### src/rtl/puf_response_sequencer.sv
// puf_response_sequencer: harvests a majority-voted 64-bit PUF response over 32 selects x 2 challenges
module puf_response_sequencer #(
    parameter int SETTLE_CYCLES = 4,
    parameter int VOTE = 3
) (
    input  logic        clk,
    input  logic        rst,
    input  logic        start,
    input  logic        puf_bit,
    output logic [4:0]  sel,
    output logic        chal,
    output logic        puf_en,
    output logic        busy,
    output logic [63:0] data,
    output logic        valid,
    input  logic        ready
);
    typedef enum logic [1:0] {IDLE, SETTLE, SAMPLE, DONE} state_t;
    state_t state, state_next;
    logic [5:0] idx;
    logic [7:0] cnt;
    logic [2:0] vcnt, ones;
    logic last_settle, last_vote, vote;
    assign last_settle = cnt == 8'(SETTLE_CYCLES - 1);
    assign last_vote = vcnt == 3'(VOTE - 1);
    assign vote = ({1'b0, ones} + {3'b0, puf_bit}) > 4'(VOTE / 2);
    // idx is {chal,sel}; wrapping 63->0 leaves sel/chal at 0 in DONE
    assign sel = idx[4:0];
    assign chal = idx[5];
    assign puf_en = state == SETTLE || state == SAMPLE;
    assign busy = state != IDLE;
    assign valid = state == DONE;
    always_comb begin
        state_next = state;
        case (state)
            IDLE:    state_next = start ? SETTLE : IDLE;
            SETTLE:  state_next = last_settle ? SAMPLE : SETTLE;
            SAMPLE:  state_next = !last_vote ? SAMPLE : (idx == 6'd63 ? DONE : SETTLE);
            default: state_next = ready ? IDLE : DONE;
        endcase
    end
    always_ff @(posedge clk) begin
        if (rst) begin
            state <= IDLE;
            idx <= '0;
            cnt <= '0;
            vcnt <= '0;
            ones <= '0;
            data <= '0;
        end else begin
            state <= state_next;
            if (state == IDLE && start) begin
                data <= '0;
                idx <= '0;
                cnt <= '0;
            end
            if (state == SETTLE)
                cnt <= last_settle ? '0 : cnt + 8'd1;
            if (state == SAMPLE) begin
                ones <= last_vote ? '0 : ones + {2'b0, puf_bit};
                vcnt <= last_vote ? '0 : vcnt + 3'd1;
                if (last_vote) begin
                    data[idx] <= vote;
                    idx <= idx + 6'd1;
                end
            end
        end
    end
endmodule
### config.mk
export PLATFORM = sky130hd
export DESIGN_NAME = puf_response_sequencer
export DESIGN_NICKNAME = d
export VERILOG_FILES = /design/src/rtl/puf_response_sequencer.sv
export SDC_FILE = /design/constraint.sdc
export NUM_CORES = 1
export LEC_CHECK = 0
export BUFFER_PORTS_ARGS = -buffer_cell sky130_fd_sc_hd__buf_2
export CAP_MARGIN = 0
export CORE_UTILIZATION = 40
export CTS_CLUSTER_DIAMETER = 60
export DETAILED_ROUTE_END_ITERATION = 16
export GPL_TIMING_DRIVEN = 0
export PLACE_DENSITY_LB_ADDON = 0.2
export SYNTH_ARGS = -nofsm -noshare
export SYNTH_HDL_FRONTEND = slang
export SYNTH_SLANG_ARGS = --single-unit
### constraint.sdc
create_clock -name clk -period 3.4 [get_ports clk]
set_clock_uncertainty 0.15 [all_clocks]
set_input_delay 0 -clock clk [delete_from_list [all_inputs] [get_ports clk]]
set_output_delay 0 -clock clk [all_outputs]
set_load 0.01 [all_outputs]
## Word level (Yosys, flattened, before mapping)

Index checks and enable logic that the tools add are counted.

- Flip-flop bits (word level): 86
- Input port bits: 5
- Output and inout bits: 73
- Logic and storage cells: 47

- Add/subtract/negate cells: 5
- $lt $le $gt $ge: 3
- Equality and inequality tests: 6
- Mux-type cells: 21
- Reduce and logical (&&, ||, !) cells: 6

Operators by type and width:

| cell | number |
|---|---|
| 64-bit two-way mux | 4 |
| 64-bit bitwise mux | 1 |
| 8-bit two-way mux | 3 |
| 6-bit two-way mux | 3 |
| 8-bit by 1-bit adder with 8-bit output, second input constant | 1 |
| 8-bit by 2-bit == test with 1-bit output, second input constant | 1 |
| 2-bit two-way mux | 4 |
| 6-bit by 7-bit < comparator with 1-bit output, second input constant | 1 |
| 6-bit by 1-bit adder with 6-bit output, second input constant | 1 |
| 1-bit demux with 6-bit select | 1 |
| 6-bit == test, second input constant | 1 |
| 6-bit by 1-bit >= comparator with 1-bit output, second input constant | 1 |
| 3-bit two-way mux | 2 |
| 2-bit one-hot mux with 3 select lines | 1 |
| 3-bit by 1-bit adder with 4-bit output | 1 |
| 2-bit == test, second input constant | 2 |
| 4-bit by 1-bit greater-than comparator with 1-bit output, second input constant | 1 |
| 2-bit nonzero test | 2 |
| 3-bit by 1-bit adder with 3-bit output | 1 |
| 3-bit by 1-bit adder with 3-bit output, second input constant | 1 |
| 3-bit by 2-bit == test with 1-bit output, second input constant | 1 |
| 2-bit by 1-bit == test with 1-bit output, second input constant | 1 |
| 1-bit logical AND | 2 |
| 2-bit logical NOT | 1 |
| 2 further kinds | 3 |

## Logic depth before layout (Yosys ltp)

- Depth after elaboration: 7
- Mapped depth: 8
- Mapped depth without buffers: 6

## Worst setup path after synthesis

OpenSTA, ideal clock, no wires.

- Kind: reg-to-reg
- Start: register ones[0]
- End: register data[59]
- Setup time: 0.088 ns
- Arrival time: 1.836 ns
- Required time: 3.162 ns
- Path slack: 1.326 ns
- Cell stages (with the launch flop): 9
- Path buffers: 2
- Clock period less this slack: 2.074 ns
- Cells stage by stage: dfxtp_1 -> ha_1 -> ha_1 -> and2_1 -> a21oi_2 -> o21bai_1 -> clkbuf_1 -> clkbuf_1 -> o31ai_1

- Cells in the longest elaborated chain, start to end: 5

Ends and longest elaborated chain:

| element | RTL line | text |
|---|---|---|
| start: declaration | 22 | `logic [2:0] vcnt, ones;` |
| start signal: assignment | 60 | `ones <= last_vote ? '0 : ones + {2'b0, puf_bit};` |
| 3-bit by 1-bit adder with 4-bit output | 26 | `assign vote = ({1'b0, ones} + {3'b0, puf_bit}) > 4'(VOTE / 2);` |
| 4-bit by 1-bit greater-than comparator with 1-bit output | 26 |  |
| 64-bit bitwise mux | 63 | `data[idx] <= vote;` |
| 64-bit two-way mux | 62 | `if (last_vote) begin` |
| 64-bit two-way mux | 59 | `if (state == SAMPLE) begin` |
| end signal: indexed assignment | 63 |  |
| end: declaration | 14 | `output logic [63:0] data,` |

Every way passes these cells.
A chain may end at the register's enable or synchronous reset.

## Worst setup path after layout

- Start: register ones[0]
- End: register data[46]

The elaborated chain is that of the path after synthesis.

==> results.toml <==
[status]
status = "complete, no violations"

[critical_path]
cp-end-kind = "register"
path_delay_family = "buffers and inverters"
crit_chain = "ha_1 > ha_1 > clkbuf_1 > o21bai_1 > clkbuf_1 > clkbuf_1 > o31ai_1"
crit_type = "register to register"
worstPathMaxFanout = 10
start_kind = "register"
critPathArrivalTime_ns = 2.65
max_stage_delay_ns = 0.42
crit_path_frequent_cell = "clkbuf_1"
required_ns = 3.49
path_buf_inv = 3
cpMaxStageDelayCell = "clkbuf_1"

[timing]
max_freq_mhz = 391
rsz0062_at_grt = "false"
min_period_ns = 2.56
slew_headroom_pct = 26.2
fin_setup_tns_ns = 0
hold_violations = 0
setup_violations = 0
tightestPinTransition_ns = 1.10
slew_viol_final = 0
fin_crit_sh_pct = 75.2

[floorplanning]
dieArea_um2 = 10200
rows = 35
ios = 78
die-width_um = 101
die_h_um = 101
core_region_area_um2 = 9330
start_util_pct = 41.9

[clock_network]
clock_path_buffers = 2
clk_latency_ns = 0.36
cts_buffers = 9
clkSinkCount = 86
cts.reportedPaths.clkPinSlew_ns = 0.10
cts_tree = "built"
clockRootBuffer = "clkbuf_8"
cts_max_level = 3

[route]
vias = 3523
firstDrtPassIters = 4
met3WireLength_um = 540
route.detailed.drc = 0
drt-wirelength-per-cell_um = 15.0
wl_met1_um = 4730
wl_met2_um = 4720
vias_per_cell = 5.25
antenna_left = 0
routed_wl_um = 10100
top_layer = "met4"
first_iter_violations = 163

[global_route]
track_usage_pct = 20.3
grt_max_degree = 17
grt_pass1_wl_um = 16100
gr-total-overflow = 0
antenna_found_initial = 0
grt_pass1_vias = 3279

[yosys]
synth-seq-area-share_pct = 44.1
ys_warn_count = 0
synth_area_um2 = 3900
synth_cells = 446
syn-num-nets = 459
synth-seq-cells = 86
synth_edf_count = 0
async_reset_ff_share_pct = 0
ys_dominant_reg_cell = "dfxtp_1"
postSynthAreaPerCell_um2 = 8.76
synth.distinct_cells = 45

[finish]
drive_above_1_share_pct = 19.4
instances_no_fill = 671
final_common_cell = "dfxtp_1"
nets = 550
fillers = 926
final_cell_mix = "dfxtp_1 (86), nand2_1 (85), buf_2 (80)"
area_delta_synth_final_pct = 19.6
diodes = 0

[placement]
dp_hpwl_um = 7410
globalplace.congestion = 0.813
placedCellCount = 652
portBuffers = 77

[power]
ir_worst_vdd_uv = 234
p_int_mw = 1.32
power_density_nw_per_um2 = 378
seq_power_share_pct = 57.3
switching_share_pct = 25.0
total_power_mw = 1.77
p_switching_mw = 0.441
pwr-share-clk_pct = 38.8
p_comb_share_pct = 3.9
p_leak_nw = 1.92

[min_path]
holdCritPathClass = "primary input to register"

[job]
cap_viol_max_count = 0
sequential cells by signal, summed over array words and instances (netlist names):
name / cells
cnt: 8
data: 64
idx: 6
ones: 3
state: 2
vcnt: 3
layer usage:
layer	GRT usage, %	up-vias
met5	0	-
met1	26.8	1662
met2	32.8	66
met3	4.65	7
li1	-	1788
met4	6.80	0
logic make-up (layout without fill, tap and decap cells):
logic type	Yosys count	in the layout	synth area share [%]
buffers and inverters	38	134	3.75
XOR/XNOR	1	1	0.224
AND/OR/NAND/NOR	169	169	21.1
flip-flops	86	86	44.1
adder cells (fa/ha/maj)	8	8	2.56
AO/OA/AOI/OAI	110	110	19.6
multiplexers	34	34	8.72
stage by stage:
| step | setup WS (ns) | utilization (%) | area, um2 | hold WS [ns] |
|---|---|---|---|---|
| 2_1_floorplan | 1.33 | - | 3910 | -0.0504 |
| 3_3_place_gp | 0.899 | 47.7 | 4450 | 0.0572 |
| 3_5_place_dp | 0.865 | 47.7 | 4450 | 0.0715 |
| 4_1_cts | 0.854 | 50.1 | 4670 | 0.0613 |
| 5_1_grt | 0.709 | 50.1 | 4670 | 0.0952 |
| 6_report | 0.845 | 50.1 | 4670 | 0.0612 |
what timing repair did:
| action | in CTS | in global routing |
|---|---|---|
| buffers inserted | 0 | 0 |
| hold endpoints to repair | 10 | 0 |
| resized for setup | 0 | 0 |
| hold buffers | 3 | 0 |
cell usage after synthesis (all sizes together), types with 2 or more instances:
master   count  area share (%)
nor3         7             1.2
a211oi       2            0.38
o211ai      37             7.1
nor2b        4            0.64
nand4bb      2            0.58
ha           8             2.6
a311oi       4            0.90
nand3b       3            0.58
nor4         3            0.87
nor3b        3            0.58
nor2        25             2.4
o31ai       23             4.4
or2          4            0.64
nand3       13             1.7
inv          4            0.38
or3          4            0.64
dfxtp       86              44
a21o         2            0.38
buf          6            0.67
a21oi       26             3.4
nand2b       9             1.4
o311ai       2            0.45
mux2i       34             8.7
nand2       85             8.2
clkbuf      28             2.7
o21ai        6            0.77
o41ai        2            0.45
layout make-up:
| type | count | area [um2] | area share (%) |
|---|---|---|---|
| repair buffers | 80 | 415 | 8.90 |
| inverters | 4 | 15.0 | 0.322 |
| clock inverters | 6 | 50.0 | 1.07 |
| well taps | 129 | 161 | 3.46 |
| plain buffers | 34 | 131 | 2.81 |
| flip-flops and latches | 86 | 1720 | 36.9 |
| multi-input cells | 322 | 2040 | 43.6 |
| clock buffers | 10 | 138 | 2.95 |
worst paths after layout:
check                                          start  depth (start not counted)              endpoint  slack [ns]
worst max register to register  ones[0]$_SDFFE_PP0P_                          7   data[46]$_SDFF_PP0_        0.84
worst min-delay path                             rst                          3  vcnt[0]$_SDFFE_PP0P_        0.06
worst min register to register   data[33]$_SDFF_PP0_                          2   data[33]$_SDFF_PP0_        0.31
worst max-delay path            ones[0]$_SDFFE_PP0P_                          7   data[46]$_SDFF_PP0_        0.84
power groups by stage:
| stage | logic [mW] | registers (mW) | clock network [mW] |
|---|---|---|---|
| floorplan | 0.0444 | 1.03 | 0 |
| global route | 0.0762 | 1.01 | 0.740 |
| CTS | 0.0690 | 1.01 | 0.697 |
| global placement | 0.0655 | 1.03 | 0 |
| detailed placement | 0.0662 | 1.04 | 0 |
| finish | 0.0690 | 1.01 | 0.685 |
worst reg2reg max path, delay by kind of cell, from the launching register on:
kind,cells,cell delay (ns)
buffers and inverters,3,1.07
adder cells (fa/ha/maj),2,0.46
AO/OA/AOI/OAI,2,0.43
flip-flops,1,0.32
Note: power is estimated with default switching activity, not from simulation.
